File: src/rtl/dram_sipo_if.sv
// Output word stream of the DRAM serial-to-parallel deserializer.
// Latency: none (wires only).
// Backpressure: valid/ready; master holds data_out/parity_err while out_valid && !out_ready.
//
// Signals:
//   data_out   - deserialized word (master -> slave)
//   out_valid  - data_out holds an unconsumed word (master -> slave)
//   parity_err - parity mismatch for the word, qualified by out_valid (master -> slave)
//   out_ready  - consumer accept (slave -> master)
interface dram_sipo_if #(
    parameter int WIDTH = 8
);
    logic [WIDTH-1:0] data_out;
    logic             out_valid;
    logic             parity_err;
    logic             out_ready;

    modport master (
        output data_out,
        output out_valid,
        output parity_err,
        input  out_ready
    );

    modport slave (
        input  data_out,
        input  out_valid,
        input  parity_err,
        output out_ready
    );
endinterface

File: src/rtl/dram_sipo.sv
// Serial-in parallel-out deserializer: collects a framed LSB-first bit stream into a WIDTH-bit word.
// Latency: word visible on out_if the cycle after its final bit is sampled (cycle WIDTH, or WIDTH+1 with parity).
// Backpressure: a word completing while a previous word is still unconsumed is dropped and overflow is set.
//
// Optional feature: define DRAM_SIPO_PARITY_EN to append one even-parity bit per frame
// and report mismatches on parity_err; otherwise parity_err is tied low.
//
// Ports:
//   clk, rst_b   - clock, asynchronous active-low reset
//   frame_start  - marks the cycle carrying bit 0 of a frame (restarts any frame in progress)
//   serial_in    - serial data bit, LSB first
//   clr_ovf      - clears the sticky overflow flag (a simultaneous set wins)
//   busy         - high while a frame is being collected
//   overflow     - sticky flag, a completed word was dropped
//   out_if       - output word stream (data_out, out_valid, parity_err, out_ready)
module dram_sipo #(
    parameter int WIDTH = 8
) (
    input  logic         clk,
    input  logic         rst_b,
    input  logic         frame_start,
    input  logic         serial_in,
    input  logic         clr_ovf,
    output logic         busy,
    output logic         overflow,
    dram_sipo_if.master  out_if
);

    localparam int CNT_W = $clog2(WIDTH + 1);

`ifdef DRAM_SIPO_PARITY_EN
    // Parity bit sits at position WIDTH, after the last data bit.
    localparam int LAST = WIDTH;
`else
    localparam int LAST = WIDTH - 1;
`endif
    localparam logic [CNT_W-1:0] LAST_CNT = CNT_W'(LAST);

    typedef enum logic {
        IDLE  = 1'b0,
        SHIFT = 1'b1
    } state_t;

    state_t             state_q, state_d;
    logic [CNT_W-1:0]   bit_cnt_q, bit_cnt_d;
    logic [WIDTH-1:0]   shreg_q, shreg_d;
    logic [WIDTH-1:0]   word_nxt;
    logic               word_done;
    logic               load;
    logic               drop;

    logic [WIDTH-1:0]   data_q;
    logic               valid_q;
    logic               ovf_q;

    // ------------------------------------------------------------------
    // State register
    // ------------------------------------------------------------------
    always_ff @(posedge clk or negedge rst_b) begin
        if (!rst_b) begin
            state_q   <= IDLE;
            bit_cnt_q <= '0;
            shreg_q   <= '0;
        end else begin
            state_q   <= state_d;
            bit_cnt_q <= bit_cnt_d;
            shreg_q   <= shreg_d;
        end
    end

    // ------------------------------------------------------------------
    // Next state / shift datapath
    // ------------------------------------------------------------------
    always_comb begin
        state_d   = state_q;
        bit_cnt_d = bit_cnt_q;
        shreg_d   = shreg_q;
        word_done = 1'b0;

        // Current bit dropped into position bit_cnt; when bit_cnt points at the
        // parity slot no data position matches and the word is unchanged.
        word_nxt = shreg_q;
        for (int i = 0; i < WIDTH; i++) begin
            if (bit_cnt_q == CNT_W'(i)) begin
                word_nxt[i] = serial_in;
            end
        end

        if (frame_start) begin
            // New frame, or restart of one in progress (even on its final bit):
            // partial word discarded, this cycle's bit becomes bit 0.
            state_d   = SHIFT;
            bit_cnt_d = CNT_W'(1);
            shreg_d   = {{(WIDTH-1){1'b0}}, serial_in};
        end else if (state_q == SHIFT) begin
            if (bit_cnt_q == LAST_CNT) begin
                state_d   = IDLE;
                bit_cnt_d = '0;
                word_done = 1'b1;
            end else begin
                bit_cnt_d = bit_cnt_q + CNT_W'(1);
                shreg_d   = word_nxt;
            end
        end
    end

    // A finished word is accepted only if the output slot is empty or being
    // emptied on this same edge; otherwise it is lost.
    assign load = word_done && (!valid_q || out_if.out_ready);
    assign drop = word_done && valid_q && !out_if.out_ready;

    // ------------------------------------------------------------------
    // Output register and flags
    // ------------------------------------------------------------------
    always_ff @(posedge clk or negedge rst_b) begin
        if (!rst_b) begin
            data_q  <= '0;
            valid_q <= 1'b0;
            ovf_q   <= 1'b0;
        end else begin
            if (load) begin
                data_q  <= word_nxt;
                valid_q <= 1'b1;
            end else if (valid_q && out_if.out_ready) begin
                valid_q <= 1'b0;
            end

            if (drop) begin
                ovf_q <= 1'b1;
            end else if (clr_ovf) begin
                ovf_q <= 1'b0;
            end
        end
    end

`ifdef DRAM_SIPO_PARITY_EN
    logic perr_q;

    // Even parity over data plus parity bit: any odd total is a mismatch.
    always_ff @(posedge clk or negedge rst_b) begin
        if (!rst_b) begin
            perr_q <= 1'b0;
        end else if (load) begin
            perr_q <= ^{shreg_q, serial_in};
        end
    end

    assign out_if.parity_err = perr_q;
`else
    assign out_if.parity_err = 1'b0;
`endif

    assign out_if.data_out  = data_q;
    assign out_if.out_valid = valid_q;
    assign busy             = (state_q == SHIFT);
    assign overflow         = ovf_q;

endmodule
File: src/flat_wrapper.sv
// flat-port wrapper written by rule: the top's interface ports become plain ports
module dram_sipo_flat 
#(
    parameter int WIDTH = 8
)
  (clk, rst_b, frame_start, serial_in, clr_ovf, busy, overflow, out_if_data_out, out_if_out_valid, out_if_parity_err, out_if_out_ready);
  dram_sipo_if #(.WIDTH(WIDTH)) out_if_i ();
  input  logic clk;
  input  logic rst_b;
  input  logic frame_start;
  input  logic serial_in;
  input  logic clr_ovf;
  output logic busy;
  output logic overflow;
  output wire logic [$bits(out_if_i.data_out)-1:0] out_if_data_out;
  output wire logic [$bits(out_if_i.out_valid)-1:0] out_if_out_valid;
  output wire logic [$bits(out_if_i.parity_err)-1:0] out_if_parity_err;
  input wire logic [$bits(out_if_i.out_ready)-1:0] out_if_out_ready;
  assign out_if_data_out = out_if_i.data_out;
  assign out_if_out_valid = out_if_i.out_valid;
  assign out_if_parity_err = out_if_i.parity_err;
  assign out_if_i.out_ready = out_if_out_ready;
  dram_sipo #(.WIDTH(WIDTH)) u_core (.clk(clk), .rst_b(rst_b), .frame_start(frame_start), .serial_in(serial_in), .clr_ovf(clr_ovf), .busy(busy), .overflow(overflow), .out_if(out_if_i));
endmodule
File: config.mk
export PLATFORM = sky130hd
export DESIGN_NAME = dram_sipo_flat
export DESIGN_NICKNAME = d
export VERILOG_FILES = /design/src/rtl/dram_sipo_if.sv /design/src/rtl/dram_sipo.sv /design/src/flat_wrapper.sv
export SDC_FILE = /design/constraint.sdc
export NUM_CORES = 1
export LEC_CHECK = 0
export BUFFER_PORTS_ARGS = -buffer_cell sky130_fd_sc_hd__buf_2
export CAP_MARGIN = 20
export CORE_ASPECT_RATIO = 1.4
export CORE_MARGIN = 3
export CORE_UTILIZATION = 55
export DETAILED_ROUTE_END_ITERATION = 16
export PLACE_DENSITY = 0.77
export SLEW_MARGIN = 20
export SYNTH_ARGS = -nofsm -noshare
export SYNTH_HDL_FRONTEND = slang
export SYNTH_SLANG_ARGS = --single-unit
File: constraint.sdc
create_clock -name clk -period 1.7 [get_ports clk]
set_input_delay 0.17 -clock clk [delete_from_list [all_inputs] [get_ports clk]]
set_output_delay 0.17 -clock clk [all_outputs]
set_load 0.1 [all_outputs]
==> flow_summary.ini, run 1 <==
[synthesis]
syn_area_um2 = 1190
synthArstFlopShare_pct = 100
netlist.area_leader.share_pct = 46.4
syn_avg_cell_area_um2 = 11.6
synth_cell_type_count = 31
ys_warn_count = 0
synth_area_leaders = dfrtp_1 46%, mux2i_1 10%, mux2_4 6.3%
syn-instance-count = 102
synth_edf_count = 0
ys_seq_area_share_pct = 46.4
ys_seq_elements = 22
synth_top_area_cell = dfrtp_1
synthFlopType = dfrtp_1
synthesis.nets = 112

[final_layout]
final_common_cell = dfrtp_1
antenna_cells = 0
fillers = 155
layout.nets = 136
area_delta_synth_final_pct = 16.4
fin_cells = 146
drive_above_1_share_pct = 37.6
final_cell_mix = 20 x dfrtp_1, 16 x buf_2, 12 x mux2i_1

[global_route]
grt_pass1_vias = 810
antenna_found_initial = 0
grt_pass1_wl_um = 3570
grtUsageTotal_pct = 18.5
grt_overflow = 0
grt_max_degree = 23

[floorplan]
die_w_um = 45.3
dieArea_um2 = 2760
rows = 19
io_pins = 18
die_y_um = 61.0
coreArea_um2 = 2000
start_util_pct = 59.5

[detailed_routing]
via_per_inst = 5.65
wl_per_cell_um = 15.2
drc = 0
ant_nets = 0
drt-pass1-iter-count = 4
routed_wl_um = 2220
dr_total_vias = 825
drtIter0Drc = 30

[sta]
finalMaxSlewViolations = 0
setup_viol = 0
holdWs_ns = 0.0224
hold_violations = 0
clock_skew_ns = 0.00235
fmax_mhz = 608
finalCritPeriodShare_pct = 96.7
fin_crit_ns = 1.64

[placement]
place_hpwl_um = 1520
dp_cells = 137
numPortBuffers = 16
gp_congestion = 0.739

[hold_path]
hold-path-cell-count = 2
holdCritPathClass = in -> reg

[pwr]
powerDensity_nw_per_um2 = 1690
peakVddDrop_mv = 1.28
p_leak_nw = 0.687

[critical_path]
rr_worst_depth = 6
critPathKind = reg -> reg
cp.arrival_ns = 1.89
cp.required_ns = 1.95
crit_top_cell = buf_4
crit_fanout = 6
cp-end-kind = register
critPathLaunchType = register
cp_cell_sequence = ha_2 -> nand2b_2 -> nor4b_2 -> buf_4 -> buf_4 -> mux2i_1
critPathSlowestCell = dfrtp_1
crit_path_max_incr_delay_ns = 0.43

[cts]
cts_tree = yes
cts_buffer_depth = 2
path_clk_slew_ns = 0.12
cts_sinks = 22
cts_root_buf = clkbuf_4
clk_latency_ns = 0.32
cts_buffers = 3
htreeDepth = 1

[job]
maxCapViolCount = 0

[outcome]
status = finished clean
-- power by group --
part	internal [W]	leakage, nW	switching (W)
clock network	0.000239	0.0279	0.000166
registers	0.000655	0.278	0.0000844
logic	0.000276	0.381	0.000922
total	0.00117	0.687	0.00117
-- synthesized netlist by cell type, types with 2 or more instances --
cell	n
inv_1	8
nand2_1	4
ha_1	4
clkbuf_1	2
nor3b_2	3
nor2_1	5
buf_6	3
dfrtp_1	22
buf_2	2
a211oi_1	5
nand3b_1	3
mux2i_1	12
or3_1	2
a21oi_1	6
mux2_4	5
-- final timing paths --
check | endpoint | startpoint | slack (ns)
min in group asynchronous | u_core.out_if.data_out[6]$_DFFE_PN0P_ | rst_b | 0.32
max reg2reg | u_core.out_if.data_out[6]$_DFFE_PN0P_ | u_core.bit_cnt_q[0]$_DFFE_PN0P_ | 0.06
min reg2reg | u_core.out_if.data_out[0]$_DFFE_PN0P_ | u_core.out_if.data_out[0]$_DFFE_PN0P_ | 0.52
min | u_core.overflow$_DFFE_PN0P_ | clr_ovf | 0.02
max in group asynchronous | u_core.busy$_DFF_PN0_ | rst_b | 1.03
max | u_core.out_if.data_out[6]$_DFFE_PN0P_ | u_core.bit_cnt_q[0]$_DFFE_PN0P_ | 0.06
-- critical path, delay by kind of cell, from the launching register on --
family                     cells  cell delay, ns
DFF                            1            0.43
and+or+nand+nor                2            0.34
buffers and inverters          2            0.34
adders and majority gates      1            0.26
muxes                          1            0.20
-- final cells by class --
| class | instances | area (µm²) | share of cell area, % |
|---|---|---|---|
| Clock buffer | 3 | 22.5 | 1.63 |
| Clock inverter | 1 | 30.0 | 2.17 |
| Inverter | 8 | 30.0 | 2.17 |
| Multi-Input combinational cell | 64 | 556 | 40.2 |
| Sequential cell | 22 | 553 | 40.0 |
| Tap cell | 21 | 26.3 | 1.90 |
| Timing Repair Buffer | 27 | 165 | 11.9 |
-- state kept, by name, indices dropped and copies added (netlist names) --
name and count:
u_core.out_if.data_out 8, u_core.overflow 1, u_core.shreg_q 7, u_core.bit_cnt_q 4, u_core.busy 1, u_core.out_if.out_valid 1
-- repair_timing --
action                     CTS  global route
hold endpoints to repair    22             0
gates resized for setup      2             1
hold buffers                 1             0
gates cloned                 0             0
setup buffers                0             4
setup endpoints to repair    2             6
-- kinds of logic after synthesis --
group / Yosys count / synth area share (%)
flip-flops: 22 / 46.4
AND/OR/NAND/NOR: 27 / 16.5
other: 1 / 0.316
adder cells (fa/ha/maj): 4 / 4.22
XOR/XNOR: 1 / 0.738
AO/OA/AOI/OAI: 13 / 6.96
buffers and inverters: 16 / 7.48
multiplexers: 18 / 17.4
-- routing by layer --
layer  global-route usage, %  wire, µm  share of wire [%]  vias to the layer above
li1                        -         -                  -                      396
met1                    20.2       911                 41                      399
met2                    31.8      1140                 51                       25
met3                    2.67       109                4.9                        5
met4                    13.8        61                2.7                        0
met5                       0         0                  0                        -
-- stage by stage --
step           power (W)    TNS [ns]  cell area [µm²]  utilization (%)  setup WS, ns
2_1_floorplan    0.00175           0             1190                -        0.0421
3_3_place_gp     0.00191           0             1280             64.2        0.0116
3_5_place_dp     0.00193  -0.0000681             1280             64.2    -0.0000681
4_1_cts          0.00235           0             1350             67.7        0.0246
5_1_grt          0.00245   -0.000283             1380             69.2     -0.000283
6_report         0.00234           0             1380             69.2        0.0560
No activity file was read; power rests on OpenSTA's default activity.
==> run 2, diff against run 1 <==
ABC_AREA = 1   (was not set)
CORE_UTILIZATION = 54   (was 55)
==> run 2 against run 1 <==
Effect of this change:
- clock power shrank 37%
- register-to-register slack gained 0.25 ns
- critical path depth is the same
- cell count grew 25%
- clock-buffer cell count is the same
==> flow_summary.ini, run 2 <==
[outcome]
status = finished clean

[synthesis]
ys_seq_elements = 23
synth_top_family_by_area = simple AND/OR/NAND/NOR gates
synthArstFlopShare_pct = 100
synth-simple-area-share_pct = 35.4
synth_cell_type_count = 21
synth_area_leaders = dfrtp_1 50%, nand2_1 20%, nand3_1 7.4%
synth-adder-area-share_pct = 4.36
synthFlopType = dfrtp_1
syn-instance-count = 142
syn_area_um2 = 1150
synthesis.nets = 152
ys_seq_area_share_pct = 50.2
synth_compound_area_share_pct = 3.93
synth_edf_count = 0
yosysMostFrequentCell = nand2_1
ys_top_cells_by_count = 62 x nand2_1, 23 x dfrtp_1, 17 x nand3_1, 9 x inv_1
netlist.area_leader.share_pct = 50.2
syn_avg_cell_area_um2 = 8.08
ys_warn_count = 0
synth_top_area_cell = dfrtp_1
yosys-mux-area-fraction_pct = 0
synth-xor-area-share_pct = 0.763

[floorplan]
coreArea_um2 = 2000
io_pins = 18
dieArea_um2 = 2720
die_w_um = 45.0
rows = 19
start_util_pct = 57.5
die_y_um = 60.5

[detailed_routing]
drt-pass1-iter-count = 6
via_per_inst = 5.25
drc = 0
ant_nets = 0
dr_total_vias = 956
routed_wl_um = 2240
top_layer = met4
wl_met3_um = 103
drtIter0Drc = 24
wl_met2_um = 1130
wl_met1_um = 937
wl_per_cell_um = 12.3

[sta]
fin_crit_ns = 1.39
rsz0062_at_grt = no
fmax_mhz = 718
setup_viol = 0
finalCritPeriodShare_pct = 81.9
max_slew_margin_pct = 65.8
tightest_slew_ns = 0.513
fin_setup_tns_ns = 0
hold_violations = 0
finalMaxSlewViolations = 0
clock_skew_ns = 0.00348

[global_route]
grt_max_degree = 24
grt_overflow = 0
antenna_found_initial = 0
grt_pass1_vias = 918
grtUsageTotal_pct = 19.0
grt_pass1_wl_um = 3790

[final_layout]
fin_util_pct = 64.3
drive_above_1_share_pct = 19.3
final_common_cell = nand2_1
antenna_cells = 0
layout.nets = 172
area_delta_synth_final_pct = 11.9
final_cell_mix = 62 x nand2_1, 22 x dfrtp_1, 17 x nand3_1
fillers = 171

[cts]
htreeDepth = 1
cts_tree = yes
clk_latency_ns = 0.31
cts_buffers = 3
ctsResizeCount = 0
cts_buffer_depth = 2
cts_root_buf = clkbuf_4
cts_sinks = 23
postCtsSetupBuffers = 0
path_clk_slew_ns = 0.12

[critical_path]
cp.required_ns = 1.92
critPathKind = reg -> reg
critPathSlowestCell = dfrtp_1
crit_top_cell = nand2_1
cp_cell_sequence = ha_1 -> nand3_4 -> nor2_2 -> nand2_2 -> nand2_1 -> nand2_1
cp-end-kind = register
critPathLaunchType = register
crit_path_max_incr_delay_ns = 0.43
cp.arrival_ns = 1.61
crit_fanout = 9

[pwr]
powerDensity_nw_per_um2 = 1180
p_leak_nw = 0.717
peakVddDrop_mv = 0.620

[hold_path]
holdCritPathClass = in -> reg

[job]
maxCapViolCount = 0

[placement]
gp_congestion = 0.924
place_hpwl_um = 1680
numPortBuffers = 16
run 2: where the power goes:
part	switching [W]	internal (W)	total, W
clock network	0.000166	0.0000880	0.000254
registers	0.0000567	0.000615	0.000672
logic	0.000475	0.000111	0.000585
run 2: logic make-up (layout without fill, tap and decap cells):
| kind of cell | after synthesis | count (layout) |
|---|---|---|
| AND/OR/NAND/NOR | 91 | 91 |
| buffers and inverters | 14 | 33 |
| AO/OA/AOI/OAI | 8 | 8 |
| other | 1 | 1 |
| flip-flops | 23 | 23 |
| XOR/XNOR | 1 | 1 |
| adder cells (fa/ha/maj) | 4 | 4 |
run 2: worst paths after layout:
check                                                             end                             startpoint  cells past startpoint  slack, ns
worst max-delay path            u_core.out_if.data_out[0]$_DFFE_PN0P_        u_core.bit_cnt_q[1]$_DFFE_PN0P_                      6       0.31
worst min-delay path                      u_core.overflow$_DFFE_PN0P_                                clr_ovf                      2       0.02
worst max register to register  u_core.out_if.data_out[0]$_DFFE_PN0P_        u_core.bit_cnt_q[1]$_DFFE_PN0P_                      6       0.31
worst min register to register  u_core.out_if.data_out[4]$_DFFE_PN0P_  u_core.out_if.data_out[4]$_DFFE_PN0P_                      2       0.49
max in group asynchronous                       u_core.busy$_DFF_PN0_                                  rst_b                      2       0.98
min in group asynchronous                 u_core.overflow$_DFFE_PN0P_                                  rst_b                      2       0.34
run 2: area by class of cell:
| class | instances | area [µm²] | area share (%) |
|---|---|---|---|
| Sequential cell | 23 | 577 | 44.9 |
| Multi-Input combinational cell | 105 | 514 | 40.1 |
| Timing Repair Buffer | 18 | 97.6 | 7.60 |
| Inverter | 11 | 41.3 | 3.22 |
| Tap cell | 21 | 26.3 | 2.05 |
| Clock buffer | 3 | 22.5 | 1.75 |
| Clock inverter | 1 | 5.00 | 0.390 |
run 2: what timing repair did:
action	CTS	global route
hold buffers	1	0
endpoints found under the setup margin	0	0
hold endpoints to repair	23	0
run 2: metal layers:
metal  GRT usage (%)  vias to the layer above
met3            2.67                        6
met4            11.3                        0
met5               0                        -
met1            21.8                      437
li1                -                      484
met2            32.6                       29
run 2: stage by stage:
step / total power, W / hold WS, ns / area [µm²] / setup slack, ns / instances
global route: 0.00159 / 0.0242 / 1280 / 0.143 / 182
finish: 0.00151 / 0.0242 / 1280 / 0.307 / 182
detailed placement: 0.00127 / 0.166 / 1250 / 0.311 / 177
CTS: 0.00152 / 0.0239 / 1280 / 0.296 / 182
global placement: 0.00125 / 0.162 / 1250 / 0.396 / 177
floorplan: 0.00115 / -0.126 / 1150 / 0.0173 / 142
run 2: critical path, delay by kind of cell, from the launching register on:
family | cells | cell delay, ns
and+or+nand+nor | 5 | 0.57
adders and majority gates | 1 | 0.29
DFF | 1 | 0.43
